File: config.mk
export PLATFORM = sky130hd
export DESIGN_NAME = alu_cmd_initiator
export DESIGN_NICKNAME = d
export VERILOG_FILES = /design/src/rtl/alu_pkg.sv /design/src/rtl/alu_cmd_initiator.sv
export SDC_FILE = /design/constraint.sdc
export NUM_CORES = 1
export LEC_CHECK = 0
export CAP_MARGIN = 20
export CORE_ASPECT_RATIO = 1.1
export CORE_UTILIZATION = 37
export DETAILED_ROUTE_END_ITERATION = 10
export PLACE_DENSITY = 0.76
export SLEW_MARGIN = 20
export SYNTH_ARGS = -nofsm -noshare
export SYNTH_HDL_FRONTEND = slang
export SYNTH_SLANG_ARGS = --single-unit
File: constraint.sdc
create_clock -name clk -period 1.4 [get_ports clk]
set_input_delay 0.42 -clock clk [delete_from_list [all_inputs] [get_ports clk]]
set_output_delay 0.42 -clock clk [all_outputs]
set_load 0.05 [all_outputs]
File: src/rtl/alu_pkg.sv
// Shared definitions for the ALU command initiator: opcodes, data width and FSM encoding.
package alu_pkg;

    localparam int DATA_W = 8;

    localparam logic [1:0] OP_ADD  = 2'd0;
    localparam logic [1:0] OP_SUB  = 2'd1;
    localparam logic [1:0] OP_XOR  = 2'd2;
    localparam logic [1:0] OP_SHL4 = 2'd3;

    localparam logic [1:0] ST_IDLE = 2'd0;
    localparam logic [1:0] ST_EXEC = 2'd1;
    localparam logic [1:0] ST_RESP = 2'd2;

    // Only add and subtract produce a meaningful carry/borrow; everything else reports 0.
    function automatic logic flagFor(input logic [1:0] op, input logic aluFlag);
        return ((op == OP_ADD) || (op == OP_SUB)) ? aluFlag : 1'b0;
    endfunction

endpackage

File: src/rtl/alu_cmd_initiator.sv
// Sequential initiator driving an external 8-bit four-function ALU via cmd/rsp handshakes.
// Optional macro ALU_ZERO_FLAG_EN adds the rsp_zero output.
module alu_cmd_initiator
    import alu_pkg::*;
#(
    parameter int DATA_W = alu_pkg::DATA_W,
    parameter int CNT_W  = 16
) (
    input  logic              clk,
    input  logic              reset,
    input  logic              cmd_valid,
    output logic              cmd_ready,
    input  logic [1:0]        cmd_op,
    input  logic [DATA_W-1:0] cmd_a,
    input  logic [DATA_W-1:0] cmd_b,
    input  logic              cmd_use_acc,
    output logic              rsp_valid,
    input  logic              rsp_ready,
    output logic [DATA_W-1:0] rsp_result,
    output logic              rsp_flag,
`ifdef ALU_ZERO_FLAG_EN
    output logic              rsp_zero,
`endif
    output logic [DATA_W-1:0] alu_data1,
    output logic [DATA_W-1:0] alu_data2,
    output logic [1:0]        alu_select,
    input  logic [DATA_W-1:0] alu_result,
    input  logic              alu_flag,
    output logic [DATA_W-1:0] acc,
    output logic [CNT_W-1:0]  op_count
);

    logic [1:0]        state_q,  state_d;
    logic [DATA_W-1:0] data1_q,  data1_d;
    logic [DATA_W-1:0] data2_q,  data2_d;
    logic [1:0]        sel_q,    sel_d;
    logic [DATA_W-1:0] result_q, result_d;
    logic              flag_q,   flag_d;
    logic [DATA_W-1:0] acc_q,    acc_d;
    logic [CNT_W-1:0]  count_q,  count_d;
`ifdef ALU_ZERO_FLAG_EN
    logic              zero_q,   zero_d;
`endif

    localparam logic [CNT_W-1:0] CNT_ONE = {{(CNT_W-1){1'b0}}, 1'b1};

    // Operand registers only move on acceptance; the response registers only in EXEC,
    // when the ALU output has had a full cycle to settle on the registered operands.
    always_comb begin
        state_d  = state_q;
        data1_d  = data1_q;
        data2_d  = data2_q;
        sel_d    = sel_q;
        result_d = result_q;
        flag_d   = flag_q;
        acc_d    = acc_q;
        count_d  = count_q;
`ifdef ALU_ZERO_FLAG_EN
        zero_d   = zero_q;
`endif
        case (state_q)
            ST_IDLE: begin
                if (cmd_valid) begin
                    data1_d = cmd_use_acc ? acc_q : cmd_a;
                    data2_d = cmd_b;
                    sel_d   = cmd_op;
                    state_d = ST_EXEC;
                end
            end
            ST_EXEC: begin
                result_d = alu_result;
                flag_d   = flagFor(sel_q, alu_flag);
                acc_d    = alu_result;
                count_d  = count_q + CNT_ONE;
`ifdef ALU_ZERO_FLAG_EN
                zero_d   = (alu_result == '0);
`endif
                state_d  = ST_RESP;
            end
            ST_RESP: begin
                if (rsp_ready) begin
                    state_d = ST_IDLE;
                end
            end
            default: begin
                state_d = ST_IDLE;
            end
        endcase
    end

    always_ff @(posedge clk) begin
        if (reset) begin
            state_q  <= ST_IDLE;
            data1_q  <= '0;
            data2_q  <= '0;
            sel_q    <= '0;
            result_q <= '0;
            flag_q   <= 1'b0;
            acc_q    <= '0;
            count_q  <= '0;
`ifdef ALU_ZERO_FLAG_EN
            zero_q   <= 1'b0;
`endif
        end else begin
            state_q  <= state_d;
            data1_q  <= data1_d;
            data2_q  <= data2_d;
            sel_q    <= sel_d;
            result_q <= result_d;
            flag_q   <= flag_d;
            acc_q    <= acc_d;
            count_q  <= count_d;
`ifdef ALU_ZERO_FLAG_EN
            zero_q   <= zero_d;
`endif
        end
    end

    assign cmd_ready  = (state_q == ST_IDLE);
    assign rsp_valid  = (state_q == ST_RESP);
    assign rsp_result = result_q;
    assign rsp_flag   = flag_q;
`ifdef ALU_ZERO_FLAG_EN
    assign rsp_zero   = zero_q;
`endif
    assign alu_data1  = data1_q;
    assign alu_data2  = data2_q;
    assign alu_select = sel_q;
    assign acc        = acc_q;
    assign op_count   = count_q;

endmodule
==> results.md <==
* Status: complete, but fails checks
* Failing checks: setup timing
* Startpoint types: flip-flop
* Tmin final at 1.499 ns
* Setup Viol. Count Final at 5
* Mapped Avg Cell Area at 8.432 um^2
* Cell with the most instances after synthesis: nand2_1
* Top post-synthesis cells by count: 47 x nand2_1, 45 x dfxtp_1, 25 x a21oi_1
* Sw Ratio at a little under a third
* Mapped Cells at 222
* Worst ir drop on vdd at 558.9 uV
* H-tree depth at 2
* Clk network pwr share at 25.3%
* Seq cells post-synth at 45
* NetSw at just over 0.0009 W
* PwrDens at roughly 830 nW/um^2
* Top-area cell type share of the netlist area at 48.13%
* Worst-Margin Slew at 0.3868 ns
* Leakage dissipation at 1.432 nW
* F_max at 666.9 MHz
* Max-slew violations at 0
* Clk sink count at 45
* DRC errors left at 0
* Final ANT Viol Nets at 0
* Setup ws final at -0.09939 ns
* Total iterations of the first detailed-routing run at 4
* Seq/Total Area, Yosys at 48.13%
* Final non-filler cell total at 375
* Die H at 76.60 um
* Largest net degree at the start of global routing at 35
* Endpoint class of the critical path: output port
* Drt initial violations at 112
* Placed Area at ~3400 um^2
* Hold Fails Final Rpt at 0
* Worst Path Max Fanout at 3
* Clk pin slew, worst setup/hold paths at ~0.08 ns
* Hold slack at 0.4932 ns
* Final Wtd Congestion at around 0.75
* I/O pin cnt at 85
* Vias after detailed routing at 1911
* Finished Cell Area at 3675 um^2
* Drt total wl at 5515 um
* Design Power at 0.003040 W
* R2R setup slack at -0.05 ns
* Hold Path Class: flip-flop to flip-flop
* Die area at 5347 um^2
* Clk root buf: clkbuf_8
* Share of layout cells above drive strength 1 at 40.44%
* Flop pwr share at 46.1%
* Crit Path Category: flip-flop to output port
* WHS Path Cells at 2
* Gate power share at 28.6%
* Yosys top cell by area: dfxtp_1
* Yosys cell types at 37
* P&R area growth vs syn at 96.32%
* Starting Density at just under 40%
* Post-synth EDFFs at 0
* Post-layout util at 77.37%
* FILL cells at between 200 and 300
* Top FF cell, synth: dfxtp_1
* Synth Cell Area at approximately 1900 um^2
* Area contributors post-synth: dfxtp_1 48%, nand2_1 9.4%, a21oi_1 6.7%
* Cells after DPL at 360
* RSZ-0062 raised after global routing: yes
* Depth of the most critical reg-to-reg path at 6
* Nets at 351
* Placed wire-length estimate at ~3800 um
* Grt total ovfl at 0
* Syn_nets at roughly 260
* # diodes at 0
* Initial antenna violation count at 0
* CP required at 0.98 ns
* Cts bufs inserted at 5
* Std cell rows at 26
* Clock Path Buffers at 2
* Power Internal at 0.002121 W
* Worst-Skew Late Latency at 0.30 ns
* Rel. slew slack at 74.15%
* Post-synth ARST share at 0%
* Routed wire length per instance at 14.71 um
* Yosys Warn Count at 0
* TritonCTS clock tree: done
* Post-DR vias/cell at between 5 and 6
* IO Port Bufs at 84
* Total GRT Usage at 20.48%
* Crit path DAT at 1.08 ns
* Post-route clock period utilization at 107.1%
* Vias in the first global route at 1834
* Clock skew at 0.005174 ns
* Core area at 4750 um^2
* First-pass GRT wire length at 8721 um
* Die Span X at 69.82 um
* Maxcap violations at 0
## power groups by stage
stage,Sequential (W),Combinational [W],Clock [W]
final,0.00140,0.000870,0.000768
after floorplan,0.00159,0.000228,0
after CTS,0.00140,0.000853,0.000786
after global placement,0.00143,0.000830,0
after global routing,0.00141,0.000909,0.000835
after detailed placement,0.00143,0.000840,0
## flip-flops by register name, indices dropped and copies added (netlist names)
register,flops
acc,8
alu_data1,8
alu_data2,8
alu_select,2
op_count,16
rsp_flag,1
state_q,2
## what timing repair did
action / 4_1_cts / 5_1_grt
pin swaps: 2 / 11
endpoints found under the setup margin: 5 / 35
buffers inserted: 3 / 3
gates resized for setup: 12 / 24
gates cloned: 0 / 1
hold buffers: 0 / 0
## layer usage
metal,track usage (%),vias up,part of all wire [%]
li1,-,934,-
met1,21.91,889,38
met2,35.67,79,52
met3,8.598,9,8.7
met4,7.400,0,2.0
met5,0,-,0
## path summary, 6_finish.rpt
path | start | to
min | alu_data2[2]$_SDFFE_PP0P_ | alu_data2[2]$_SDFFE_PP0P_
min reg2reg | alu_data2[2]$_SDFFE_PP0P_ | alu_data2[2]$_SDFFE_PP0P_
max reg2reg | state_q[1]$_SDFFE_PP0P_ | op_count[10]$_SDFFE_PP0N_
max | state_q[1]$_SDFFE_PP0P_ | rsp_valid
## area by class of cell
class                      count  area [um^2]  area share [%]
inverter                       1        3.754          0.1021
sequential                    45        954.7           25.98
timing repair buffer         109         1595           43.41
clock buffer                   8        80.08           2.179
tap                           56        70.07           1.907
multi-input combinational    156        970.9           26.42
## cells by family (layout without fill, tap and decap cells)
family | Yosys count | count (layout) | share of synthesized area [%]
AO/OA/AOI/OAI | 39 | 39 | 12.30
XOR/XNOR | 9 | 9 | 4.211
adder cells (fa/ha/maj) | 1 | 1 | 0.6683
buffers and inverters | 21 | 118 | 6.016
flip-flops | 45 | 45 | 48.13
multiplexers | 9 | 9 | 4.880
AND/OR/NAND/NOR | 98 | 98 | 23.80
## placed cells by master (no fill, tap or decap), drive strengths merged, types with 3 or more instances in the layout
cell | netlist | routed
a211oi | 8 | 8
a21oi | 25 | 25
buf | 14 | 79
clkbuf | 6 | 8
clkdlybuf4s50 | 0 | 30
dfxtp | 45 | 45
mux2i | 8 | 8
nand2 | 47 | 47
nand3 | 4 | 4
nor2 | 24 | 24
nor2b | 3 | 3
nor3 | 4 | 4
xnor2 | 4 | 4
xor2 | 5 | 5
## critical path, cell delays in order (launching register included)
cell	delay, ns
dfxtp_2	0.34
buf_6	0.11
nor2b_4	0.18
buf_12	0.15
## through the flow
step	worst slack, ns	TNS [ns]
detailed placement	-0.2496	-2.996
floorplan	-0.05919	-0.05919
finish	-0.09939	-0.2901
CTS	-0.07447	-0.1464
global placement	-0.1609	-1.919
global route	-0.1384	-0.7133
Power figures use the tool's default switching activity.
